`src/rtl/digital_timekeeper.sv`:
```
// 24-hour BCD timekeeper driven by a synchronized 1 Hz tick, with manual minute/hour set mode.
// Latency: time digits update SYNC_STAGES clk edges after the edge that first samples tick_in high.
// Backpressure: none; tick and button edges seen while they cannot be applied are dropped, not queued.
module digital_timekeeper #(
  parameter int SYNC_STAGES = 2  // legal 2..4
) (
  input  logic       clk,
  input  logic       rst_n,
  input  logic       tick_in,
  input  logic       set_mode,
  input  logic       inc_min,
  input  logic       inc_hr,
  output logic [3:0] hr_t,
  output logic [3:0] hr_u,
  output logic [3:0] min_t,
  output logic [3:0] min_u,
  output logic [3:0] sec_t,
  output logic [3:0] sec_u,
  output logic       sec_pulse,
  output logic       day_wrap
);

  typedef enum logic {RUN = 1'b0, SET = 1'b1} state_t;

  state_t                 state;
  logic [SYNC_STAGES-1:0] sync_q;
  logic                   tick_hist;
  logic                   inc_min_q;
  logic                   inc_hr_q;

  logic                   tick_edge;
  logic                   inc_min_edge;
  logic                   inc_hr_edge;
  logic                   sec_last;
  logic                   min_last;
  logic                   hr_last;
  logic [3:0]             sec_t_inc, sec_u_inc;
  logic [3:0]             min_t_inc, min_u_inc;
  logic [3:0]             hr_t_inc, hr_u_inc;

  // Edge detects and the "+1" value of each BCD field, with its own wrap
  always_comb begin
    tick_edge    = sync_q[SYNC_STAGES-1] & ~tick_hist;
    inc_min_edge = inc_min & ~inc_min_q;
    inc_hr_edge  = inc_hr & ~inc_hr_q;

    sec_last = (sec_t == 4'd5) && (sec_u == 4'd9);
    min_last = (min_t == 4'd5) && (min_u == 4'd9);
    hr_last  = (hr_t == 4'd2) && (hr_u == 4'd3);

    sec_u_inc = (sec_u == 4'd9) ? 4'd0 : sec_u + 4'd1;
    sec_t_inc = (sec_u != 4'd9) ? sec_t : (sec_t == 4'd5) ? 4'd0 : sec_t + 4'd1;

    min_u_inc = (min_u == 4'd9) ? 4'd0 : min_u + 4'd1;
    min_t_inc = (min_u != 4'd9) ? min_t : (min_t == 4'd5) ? 4'd0 : min_t + 4'd1;

    // Hours roll 23 -> 00; otherwise 09 -> 10 and 19 -> 20 carry into the tens
    if (hr_last) begin
      hr_u_inc = 4'd0;
      hr_t_inc = 4'd0;
    end else if (hr_u == 4'd9) begin
      hr_u_inc = 4'd0;
      hr_t_inc = hr_t + 4'd1;
    end else begin
      hr_u_inc = hr_u + 4'd1;
      hr_t_inc = hr_t;
    end
  end

  // Synchronizer, edge history, RUN/SET FSM and all registered outputs
  always_ff @(posedge clk or negedge rst_n) begin
    if (!rst_n) begin
      state     <= RUN;
      sync_q    <= '0;
      tick_hist <= 1'b0;
      inc_min_q <= 1'b0;
      inc_hr_q  <= 1'b0;
      hr_t      <= 4'd0;
      hr_u      <= 4'd0;
      min_t     <= 4'd0;
      min_u     <= 4'd0;
      sec_t     <= 4'd0;
      sec_u     <= 4'd0;
      sec_pulse <= 1'b0;
      day_wrap  <= 1'b0;
    end else begin
      // History flops track continuously so no stale edge appears on a mode change
      sync_q    <= {sync_q[SYNC_STAGES-2:0], tick_in};
      tick_hist <= sync_q[SYNC_STAGES-1];
      inc_min_q <= inc_min;
      inc_hr_q  <= inc_hr;
      sec_pulse <= 1'b0;
      day_wrap  <= 1'b0;

      case (state)
        RUN: begin
          if (set_mode) begin
            // Entering SET wins over a coincident tick; seconds restart from zero
            state <= SET;
            sec_t <= 4'd0;
            sec_u <= 4'd0;
          end else if (tick_edge) begin
            sec_t     <= sec_t_inc;
            sec_u     <= sec_u_inc;
            sec_pulse <= 1'b1;
            day_wrap  <= sec_last && min_last && hr_last;
            if (sec_last) begin
              min_t <= min_t_inc;
              min_u <= min_u_inc;
              if (min_last) begin
                hr_t <= hr_t_inc;
                hr_u <= hr_u_inc;
              end
            end
          end
        end
        SET: begin
          // Manual minute wrap never carries into hours
          if (inc_min_edge) begin
            min_t <= min_t_inc;
            min_u <= min_u_inc;
          end
          if (inc_hr_edge) begin
            hr_t <= hr_t_inc;
            hr_u <= hr_u_inc;
          end
          if (!set_mode) state <= RUN;
        end
        default: state <= RUN;
      endcase
    end
  end

endmodule

```
`config.mk`:
```
export PLATFORM = sky130hd
export DESIGN_NAME = digital_timekeeper
export DESIGN_NICKNAME = d
export VERILOG_FILES = /design/src/rtl/digital_timekeeper.sv
export SDC_FILE = /design/constraint.sdc
export NUM_CORES = 1
export LEC_CHECK = 0
export BUFFER_PORTS_ARGS = -buffer_cell sky130_fd_sc_hd__buf_2
export CAP_MARGIN = 20
export CORE_ASPECT_RATIO = 0.7
export CORE_UTILIZATION = 46
export DETAILED_ROUTE_END_ITERATION = 12
export PLACE_DENSITY = 0.65
export SYNTH_ARGS = -nofsm -noshare
export SYNTH_HDL_FRONTEND = slang
export SYNTH_SLANG_ARGS = --single-unit
export TNS_END_PERCENT = 50
```
`constraint.sdc`:
```
create_clock -name clk -period 2.08 [get_ports clk]
set_clock_uncertainty 0.1 [all_clocks]
set_input_delay 0.312 -clock clk [delete_from_list [all_inputs] [get_ports clk]]
set_output_delay 0.312 -clock clk [all_outputs]
set_load 0.005 [all_outputs]
```
[Word level (Yosys, flattened, before mapping)]
Cells that the tools add are included.
Word-level totals
  register bits after elaboration: 32
  input bits: 6
  output and inout bits: 26
  word-level logic and storage cells: 95
Cells by class
  add/subtract/negate cells: 6
  equal/unequal tests: 16
  mux-type cells: 43
  bitwise logic cells: 7
  reduce and logical (&&, ||, !) cells: 10
Operators with widths (number)
  two-way mux 4 bit: 32
  case mux 4 bit (2 select lines): 4
  adder 4 x 1 -> 4 bit, second input constant: 6
  equality test 4 bit, second input constant: 3
  inequality test 2 bit, second input constant: 5
  equality test 4 x 2 -> 1 bit, second input constant: 2
  equality test 4 x 3 -> 1 bit, second input constant: 2
  inequality test 4 bit, second input constant: 2
  two-way mux 1 bit: 7
  logical AND 1 bit: 5
  AND reduction 5 bit: 1
  inequality test 2 x 1 -> 1 bit, second input constant: 2
  inverter 1 bit: 4
  AND reduction 4 bit: 1
  bitwise AND 1 bit: 3
  AND reduction 3 bit: 1
  AND reduction 2 bit: 1
  nonzero test 2 bit: 1

[Depth between registers and ports, before layout]
Gate-level depths: netlist (run 1).
  depth after elaboration: 8
  gate-level depth with buffers: 8
  depth with buffers taken out: 7

[Least setup slack after synthesis (run 1)]
Ideal clock, no wire load.
  kind: flip-flop to flip-flop
  start: register sec_t[1]
  end: register min_t[0]
  library setup time: 0.124 ns
  arrival: 1.588 ns
  required time: 1.856 ns
  path slack: 0.268 ns
  stages on the path, launching flop included: 8
  path buffers: 0
  period minus slack after synthesis: 1.812 ns
  path through: dfrtp_1 -> inv_1 -> ha_1 -> and3b_1 -> a31oi_2 -> nand2b_4 -> or3_4 -> xnor2_2
Between the ends
  word-level cells in the longest chain between the ends: 4
RTL lines
  start, declared: line 17  | output logic [3:0] sec_t,
  start signal, assigned: line 103  | sec_t <= sec_t_inc;
  equality test 4 x 3 -> 1 bit: line 47  | sec_last = (sec_t == 4'd5) && (sec_u == 4'd9);
  logical AND 1 bit: line 47
  inequality test 2 bit (no source line)
  AND reduction 4 bit (no source line)
  end signal, assigned: line 108  | min_t <= min_t_inc;
  end signal, assigned: line 120  | min_t <= min_t_inc;
  end, declared: line 15  | output logic [3:0] min_t,
No other way between the ends.
A chain may end at the register's enable or synchronous reset.

[Worst setup path after layout (run 1)]
  start: register sec_t[1]
  end: register hr_t[3]
Between the ends
  word-level cells in the longest chain between the ends: 4
RTL lines
  equality test 4 x 3 -> 1 bit: line 47
  logical AND 1 bit: line 47
  inequality test 2 bit (no source line)
  AND reduction 5 bit (no source line)
  end signal, assigned: line 111  | hr_t <= hr_t_inc;
  end signal, assigned: line 124  | hr_t <= hr_t_inc;
  end, declared: line 13  | output logic [3:0] hr_t,
No other way between the ends.

==> impl_metrics.py, run 1 <==
metrics = {
    "worst_setup_path": {
        "crit_path_end_kind": "flop",
        "cp_num_buf_inv": 2,
        "start_kind": "flop",
        "cp_max_fo": 13,
        "crit_slowest_cell": "dfrtp_1",
        "worstPathArrival_ps": 1990,
        "cp_cell_sequence": "inv_1 -> ha_1 -> and3b_2 -> and4_1 -> a21oi_2 -> buf_4 -> o31ai_2 -> o41ai_1",
        "rr_startpoint": "sec_t[1]",
        "r2r_end": "hr_t[3]",
        "crit_type": "reg2reg",
        "critical_path_required_ps": 2130,
        "crit_end": "hr_t[3]",
        "path_depth": 8,
        "cp-startpoint": "sec_t[1]",
        "r2r_cells": 8,
        "slowest_delay_ps": 410,
        "crit_family": "simple AND/OR/NAND/NOR gates",
        "r2r_setup_slack_ps": 140,
    },
    "drt": {
        "ant_nets": 0,
        "wl_per_cell_um": 13.01,
        "drtIter0Drc": 80,
        "vias": 1192,
        "vias_per_cell": 5.094,
        "route.detailed.drc": 0,
        "wirelength_um": 3045,
        "dr.pass1.iters": 4,
    },
    "timing": {
        "setup_viol": 0,
        "tightest_slew_ps": 697.7,
        "min_period_over_period_pct": 93.10,
        "timing.fmax_mhz": 516.4,
        "setup-tns-final_ps": 0,
        "hold_violations": 0,
        "finalHoldWorstSlack_ps": 38.47,
        "fin_crit_ps": 1936,
        "slew_headroom_pct": 53.49,
        "maxSlewViolCount": 0,
    },
    "yosys": {
        "synth_compound_area_share_pct": 14.14,
        "yosys.area.top_type_share_pct": 49.73,
        "synth_fa_ha_area_share_pct": 6.216,
        "synth_common_cells": "32 x dfrtp_1, 10 x inv_1, 10 x nand2_1, 8 x ha_1, 8 x nor2_1",
        "yosys.area_share.xor_xnor_pct": 3.730,
        "yosysSeqAreaShare_pct": 49.73,
        "async_reset_ff_share_pct": 100.0,
        "synth_nets": 160,
        "yosysMostFrequentCell": "dfrtp_1",
        "syn_avg_cell_area_um2": 11.03,
        "ys.warnings.count": 0,
        "yosys.area.top_type": "dfrtp_1",
        "syn-instance-count": 146,
        "synth-simple-area-share_pct": 20.36,
        "synth.area.top_cells": "dfrtp_1 50%, ha_1 6.2%, and3b_1 2.7%, inv_1 2.3%, nand2_1 2.3%",
        "syn-cell-area_mm2": 0.001610,
        "synth.area.mux_share_pct": 2.098,
        "synth_edf_count": 0,
        "ys_types": 41,
        "synth_seq_cells": 32,
        "ys.flop_type": "dfrtp_1",
        "synth_top_family_by_area": "simple AND/OR/NAND/NOR gates",
    },
    "layout": {
        "fin_area_mm2": 0.001922,
        "final_cells": 234,
        "fin_nets": 201,
        "layout-drive-gt1-share_pct": 29.95,
        "diodes": 0,
        "area_delta_synth_final_pct": 19.35,
    },
    "clocking": {
        "tritoncts": "done",
        "clk_path_buf_depth": 2,
        "ctsHtreeMaxLevel": 2,
        "cts_made_buffers": 5,
        "cts_sinks": 32,
        "cts_root_buf": "clkbuf_8",
        "clk_latency_ps": 280,
        "post_cts_buffers": 0,
        "clk_pin_slew_ps": 60,
    },
    "global_route": {
        "grt_pass1_wl_um": 5271,
        "first_global_vias": 1116,
        "grt.overflow.total": 0,
        "antenna_found_initial": 0,
        "grt_max_degree": 33,
        "grt_use_total_pct": 19.41,
    },
    "flow_run": {
        "cap_violations": 0,
    },
    "power": {
        "p_per_area_mw_per_mm2": 998.3,
        "power.leakage_uw": 0.0009397,
        "ir_drop_v": 0.0005565,
    },
    "placement": {
        "place_congestion": 0.7642,
        "dp.cells": 226,
        "dp.final_hpwl_um": 2274,
        "placed_area_mm2": 0.001832,
        "io_buffers": 31,
    },
    "outcome": {
        "status": "finished, final reports clean",
    },
    "floorplan": {
        "pin_count": 32,
        "die_area_mm2": 0.003745,
        "core-area_mm2": 0.003233,
        "fp.dieW_um": 72.72,
        "rows": 17,
        "initial_core_util_pct": 49.81,
        "die_h_um": 51.50,
    },
    "worst_hold_path": {
        "hold_class": "in2reg",
    },
}
[routing by layer]
layer	share of wire (%)	vias to the layer above	global-route usage [%]	wire, µm
met3	4.8	6	5.814	147
met4	1.5	0	9.150	45
met2	43	28	26.32	1302
met5	0	-	0	0
li1	-	596	-	-
met1	51	562	28.19	1551
[flip-flops by register name, summed over array words and instances (netlist names), 2 cells and up]
register	cells
hr_t	4
hr_u	4
min_t	4
min_u	4
sec_t	4
sec_u	4
sync_q	2
[report_power, final]
group,switching (µW),internal (µW)
clock,210,227
sequential,193,761
combinational,249,279
[cell usage in the layout, fill, tap and decap left out, types with 2 or more instances in the layout]
cell type / instances
nand2b_1: 4
o31ai_1: 2
or2b_1: 2
mux2_2: 3
dfrtp_1: 32
nor3_1: 5
nor2_1: 8
buf_4: 4
o21ai_0: 7
xnor2_1: 4
nand2_1: 10
and3b_2: 2
a21oi_1: 2
ha_1: 8
buf_2: 31
o31ai_2: 2
nor2b_1: 4
o21ai_1: 6
o41ai_1: 2
o221ai_1: 2
and3b_1: 3
nand3_1: 5
nand3b_1: 2
clkbuf_8: 5
inv_1: 10
[logic make-up (layout without fill, tap and decap cells)]
| group | count (synthesis) | count (layout) |
|---|---|---|
| compound gates | 32 | 32 |
| mux | 3 | 3 |
| xor+xnor | 6 | 6 |
| flops | 32 | 32 |
| fa+ha+maj | 8 | 8 |
| simple gates | 53 | 53 |
| buf+inv | 12 | 53 |
[per-stage QoR]
step	util, %	worst slack, ps	total power, µW
floorplan	-	267.6	1252
global placement	56.66	156.9	1459
detailed placement	56.66	128.6	1491
CTS	59.37	112.4	1940
global route	59.44	-7.155	2074
finish	59.44	143.6	1919
[worst min path at each step]
stage / from / to / slack [ps] / depth (start not counted)
floorplan: rst_n / day_wrap / -80 / 0
global placement: sync_q[0] / sync_q[1] / 230 / 0
detailed placement: sync_q[0] / sync_q[1] / 240 / 0
CTS: tick_in / sync_q[0] / 30 / 1
global route: tick_in / sync_q[0] / 20 / 1
finish: tick_in / sync_q[0] / 40 / 1
[what timing repair did]
action	CTS	global route
gates resized for setup	0	2
endpoints found under the hold margin	27	0
endpoints found under the setup margin	0	2
hold buffers	1	0
[layout make-up]
type	instances	area, µm²
tap	47	58.81
fill	296	1311
sequential	32	800.8
multi-input combinational	102	752.0
clock buffer	6	72.57
timing repair buffer	36	195.2
clock inverter	1	5.005
inverter	10	37.54
(Power assumes the default switching activity.)
==> inputs of run 2 (changes only) <==
- ABC_AREA: default -> 1
- PLACE_DENSITY: 0.65 -> 0.64
==> impl_metrics.py, run 2 <==
metrics = {
    "outcome": {
        "status": "finished, final reports clean",
    },
    "timing": {
        "fin_crit_ps": 1586,
        "tightest_slew_ps": 713.9,
        "slew_headroom_pct": 52.41,
        "maxSlewViolCount": 0,
        "setup-tns-final_ps": 0,
        "layout_setup_ws_ps": 494.3,
        "min_period_over_period_pct": 76.24,
        "rsz0062_at_grt": "false",
        "setup_viol": 0,
        "timing.fmax_mhz": 630.6,
        "hold_violations": 0,
    },
    "worst_setup_path": {
        "start_kind": "flop",
        "crit_path_end_kind": "flop",
        "critical_path_required_ps": 2160,
        "crit_type": "reg2reg",
        "r2r_setup_slack_ps": 490,
        "r2r_end": "sec_t[0]",
        "cp-startpoint": "sec_u[1]",
        "cp_max_fo": 7,
        "rr_startpoint": "sec_u[1]",
        "r2r_cells": 8,
        "worstPathArrival_ps": 1670,
    },
    "drt": {
        "wl_per_cell_um": 11.22,
        "routed-wl-met2_um": 1420,
        "vias": 1384,
        "wl_met1_um": 1552,
        "dr.max_layer_used": "met4",
        "drtIter0Drc": 35,
        "ant_nets": 0,
        "route.met3.wl_um": 152,
        "route.detailed.drc": 0,
        "dr.pass1.iters": 4,
        "vias_per_cell": 4.873,
        "wirelength_um": 3186,
    },
    "power": {
        "p_per_area_mw_per_mm2": 869.5,
        "ir_drop_v": 0.0004110,
        "power.leakage_uw": 0.001089,
    },
    "floorplan": {
        "die_area_mm2": 0.004231,
        "initial_core_util_pct": 50.07,
        "die_h_um": 54.73,
        "core-area_mm2": 0.003649,
        "rows": 18,
        "fp.dieW_um": 77.32,
        "pin_count": 32,
    },
    "layout": {
        "area_delta_synth_final_pct": 18.56,
        "fin_area_mm2": 0.002166,
        "final_cell_mix": "41 x nand2_1, 32 x dfrtp_1, 31 x buf_2",
        "layout-drive-gt1-share_pct": 33.76,
        "register_area_um2": 800.8,
        "diodes": 0,
        "fin_nets": 247,
        "multi_input_area_um2": 935.9,
        "utilization_pct": 59.36,
        "final_common_cell": "nand2_1",
        "fill_cells": 328,
        "final_cells": 284,
    },
    "yosys": {
        "yosysSeqAreaShare_pct": 43.84,
        "synth_common_cells": "41 x nand2_1, 32 x dfrtp_1, 19 x inv_1, 11 x nor2_1",
        "syn-cell-area_mm2": 0.001827,
        "synth.area.top_cells": "dfrtp_1 44%, nand2_1 8.4%, ha_1 5.5%, inv_1 3.9%, o21ai_2 3.4%",
        "synth_compound_area_share_pct": 8.699,
        "yosys.area.top_type": "dfrtp_1",
        "ys_types": 31,
        "synth-simple-area-share_pct": 32.67,
        "synth_edf_count": 0,
        "synth_nets": 208,
        "yosys.area_share.xor_xnor_pct": 3.836,
        "yosys.area.top_type_share_pct": 43.84,
        "ys.warnings.count": 0,
        "synth_seq_cells": 32,
        "yosysMostFrequentCell": "nand2_1",
        "async_reset_ff_share_pct": 100.0,
        "synth_fa_ha_area_share_pct": 5.479,
        "synth.area.mux_share_pct": 0.5479,
        "syn-instance-count": 194,
        "syn_avg_cell_area_um2": 9.416,
        "ys.flop_type": "dfrtp_1",
        "synth_top_family_by_area": "simple AND/OR/NAND/NOR gates",
    },
    "clocking": {
        "cts_made_buffers": 5,
        "cts_root_buf": "clkbuf_8",
        "post_cts_buffers": 0,
        "cts_resized": 0,
        "clk_latency_ps": 280,
        "ctsHtreeMaxLevel": 2,
        "clk_path_buf_depth": 2,
        "clk_pin_slew_ps": 70,
        "tritoncts": "done",
        "cts_sinks": 32,
    },
    "global_route": {
        "antenna_found_initial": 0,
        "first_global_vias": 1213,
        "grt.overflow.total": 0,
        "grt_pass1_wl_um": 5292,
        "grt_use_total_pct": 16.87,
        "grt_max_degree": 33,
    },
    "worst_hold_path": {
        "hold_class": "in2reg",
        "whs_endpoint": "sync_q[0]",
        "holdCritStartpoint": "tick_in",
        "hold-path-cell-count": 1,
    },
    "placement": {
        "dp.final_hpwl_um": 2424,
        "place_congestion": 0.8138,
        "io_buffers": 31,
        "dp.cells": 275,
        "dp_slack_ps": 494.5,
        "placed_area_mm2": 0.002044,
    },
    "flow_run": {
        "cap_violations": 0,
    },
}
## run 2: changes by cell type in the layout (fill, tap and decap cells not counted), sizes merged, moves of 6 or more
cell   previous run  this run
xor2              1         7
inv              10        24
nand4             0         7
nand2            10        56
nand3             5        13
nor2              8        18
## run 2: how the worst max path moves through the flow
| stage | end | slack [ps] | depth (start not counted) |
|---|---|---|---|
| global placement | hr_t[0] | 540 | 8 |
| floorplan | hr_u[2] | 610 | 9 |
| finish | sec_t[0] | 490 | 8 |
| global route | hr_t[1] | 330 | 9 |
| detailed placement | sec_t[0] | 490 | 8 |
| CTS | hr_t[1] | 480 | 9 |
## run 2: per-layer routing
metal / track usage (%) / up-vias
met4: 9.434 / 0
met3: 4.500 / 7
met1: 21.82 / 638
met2: 26.25 / 34
met5: 0 / -
li1: - / 705
## run 2: through the flow
stage | power (µW) | hold WS [ps]
final | 1883 | 29.52
after CTS | 1913 | 17.98
after detailed placement | 1309 | 249.1
after global placement | 1289 | 243.9
after floorplan | 1151 | -83.59
after global routing | 2010 | 17.59
## run 2: layout make-up
class / instances / share of cell area (%)
clock buffers: 5 / 3.177
clock inverters: 3 / 1.964
flip-flops and latches: 32 / 36.97
inverters: 24 / 4.159
multi-input cells: 138 / 43.21
well taps: 50 / 2.889
repair buffers: 32 / 7.626
## run 2: what timing repair did
action / in CTS / in global routing
hold endpoints to repair: 4 / 0
setup endpoints to repair: 0 / 0
hold buffers: 1 / 0
## run 2: logic make-up after synthesis
logic type	count (synthesis)
muxes	1
and+or+nand+nor	99
xor gates and xnor gates	8
DFF	32
adders and majority gates	8
buffers and inverters	24
AOI/OAI and AO/OA	22
## run 2: where the power goes
part | internal (µW) | switching, µW | total [µW]
combinational | 199 | 258 | 457
clock | 354 | 235 | 589
sequential | 712 | 126 | 837
## run 2: worst max-delay path, cell delays in order, from the launching register on
cell and delay [ps]:
dfrtp_1 400, inv_1 100, ha_1 150, nand2_1 110
o21ai_0 210, nand2_2 150, inv_2 100, o21ai_1 60
o21a_1 100
==> inputs of run 3 (changes only) <==
- ABC_AREA: 1 -> 0
- PLACE_DENSITY: 0.64 -> 0.67
- clock period: 2.08 -> 1.4 ns (I/O delays scaled with it)
==> impl_metrics.py, run 3 (synthesis gave the netlist of run 1 again) <==
metrics = {
    "global_route": {
        "grt_pass1_wl_um": 6969,
        "grt.overflow.total": 0,
        "met3_usage_pct": 7.171,
        "antenna_found_initial": 0,
        "grt_use_total_pct": 25.46,
        "top_usage_layer": "met2",
        "use_met1_pct": 30.70,
        "gr-usage-met2_pct": 43.77,
        "grt_max_degree": 33,
        "first_global_vias": 1546,
    },
    "outcome": {
        "status": "finished with violations",
        "violations": "negative setup slack",
    },
    "worst_setup_path": {
        "r2r_end": "min_t[1]",
        "rr_startpoint": "sec_u[0]",
        "r2r_setup_slack_ps": -420,
        "crit_type": "reg2reg",
        "start_kind": "flop",
        "crit_path_end_kind": "flop",
        "r2r_cells": 5,
        "critical_path_required_ps": 1470,
        "cp_max_fo": 4,
        "worstPathArrival_ps": 1890,
    },
    "drt": {
        "vias": 1475,
        "dr.pass1.iters": 4,
        "route.detailed.drc": 0,
        "wirelength_um": 4388,
        "wl_per_cell_um": 15.34,
        "vias_per_cell": 5.157,
        "ant_nets": 0,
        "drtIter0Drc": 42,
    },
    "timing": {
        "maxSlewViolCount": 0,
        "fin_crit_ps": 1822,
        "rsz0062_at_grt": "true",
        "hold_violations": 0,
        "tightest_slew_ps": 409.2,
        "min_period_over_period_pct": 130.2,
        "setup_viol": 24,
        "layout_setup_ws_ps": -422.2,
        "timing.fmax_mhz": 548.8,
        "slew_headroom_pct": 72.72,
        "finalHoldWorstSlack_ps": 160.1,
    },
    "layout": {
        "fin_area_mm2": 0.002552,
        "utilization_pct": 78.95,
        "final_common_cell": "buf_4",
        "fin_nets": 252,
        "diodes": 0,
        "area_delta_synth_final_pct": 58.51,
        "layout-drive-gt1-share_pct": 55.23,
        "final_cell_mix": "46 x buf_4, 32 x dfrtp_1, 31 x buf_2",
        "final_cells": 286,
        "fill_cells": 202,
    },
    "floorplan": {
        "pin_count": 32,
        "die_h_um": 51.50,
        "rows": 17,
        "initial_core_util_pct": 49.81,
        "die_area_mm2": 0.003745,
        "fp.dieW_um": 72.72,
        "core-area_mm2": 0.003233,
    },
    "clocking": {
        "clk_path_buf_depth": 2,
        "cts_root_buf": "clkbuf_8",
        "ctsHtreeMaxLevel": 2,
        "tritoncts": "done",
        "cts_made_buffers": 5,
        "cts_sinks": 32,
        "clk_latency_ps": 290,
        "clk_pin_slew_ps": 70,
    },
    "placement": {
        "place_congestion": 0.7829,
        "dp.final_hpwl_um": 2768,
        "io_buffers": 31,
        "placed_area_mm2": 0.002132,
        "dp.cells": 264,
    },
    "power": {
        "power.leakage_uw": 0.001268,
        "switching_share_pct": 33.38,
        "intPower_uw": 2538,
        "p_per_area_mw_per_mm2": 1493,
        "ir_drop_v": 0.001043,
        "combPwrFrac_pct": 42.9,
        "pwr-share-seq_pct": 34.4,
        "p_clk_share_pct": 22.6,
        "p_sw_uw": 1272,
    },
    "flow_run": {
        "cap_violations": 0,
    },
    "worst_hold_path": {
        "whs_endpoint": "state",
        "hold_class": "in2reg",
        "hold-path-cell-count": 2,
        "holdCritStartpoint": "set_mode",
    },
}
==> run 3: cell count changes in the layout (fill, tap and decap cells not counted), sizes merged, moves of 6 or more <==
cell,delta
buf,+52
nand2,-46
inv,-14
nor2,-10
nand3,-8
nand4,-7
xor2,-6
==> run 3: final cells by class <==
class / count / area [µm²] / area share (%)
multi-input cells: 102 / 939.7 / 36.81
flip-flops and latches: 32 / 800.8 / 31.37
repair buffers: 87 / 608.1 / 23.82
clock buffers: 6 / 72.57 / 2.843
well taps: 47 / 58.81 / 2.304
inverters: 10 / 37.54 / 1.471
clock inverters: 2 / 35.03 / 1.373
==> run 3: worst max-delay path by stage <==
stage / start / endpoint
2_1_floorplan: sec_t[1] / min_t[0]
3_5_place_dp: sec_u[0] / hr_u[0]
6_report: sec_u[0] / min_t[1]
5_1_grt: sec_t[1] / hr_u[3]
4_1_cts: state / hr_t[2]
3_3_place_gp: sec_u[0] / hr_u[0]
==> run 3: metrics by stage <==
step / power, µW / TNS [ps] / setup WS [ps]
finish: 3810 / -6953 / -422.2
global route: 4035 / -8317 / -469.6
CTS: 3625 / -7131 / -435.9
detailed placement: 2629 / -7320 / -484.2
global placement: 2545 / -5676 / -416.8
floorplan: 1874 / -5008 / -397.5
==> run 3: repair_timing <==
item                                   in CTS  in global routing
setup endpoints to repair                  24                 25
hold buffers                                4                  0
endpoints found under the hold margin      35                  0
setup buffers                               5                  5
gates cloned                                0                  0
resized for setup                          30                 17
pin swaps                                  13                 10
==> run 3: critical path, stage by stage, from the launching register on <==
cell     delay (ps)
dfrtp_1         420
ha_4            180
and3b_2         240
a31oi_4         210
and2b_2         270
mux2_2          280
==> run 3: power groups by stage <==
stage / Combinational, µW / Clock [µW] / Sequential (µW)
after floorplan: 466 / 0 / 1410
after global placement: 1260 / 0 / 1290
after detailed placement: 1320 / 0 / 1310
after CTS: 1450 / 870 / 1300
after global routing: 1770 / 922 / 1340
final: 1640 / 862 / 1310
==> run 3: metal layers <==
layer	share of wire [%]	routed length, µm	vias up
li1	-	-	700
met1	43	1901	738
met2	52	2261	29
met3	3.5	154	8
met4	1.6	70	0
met5	0	0	-
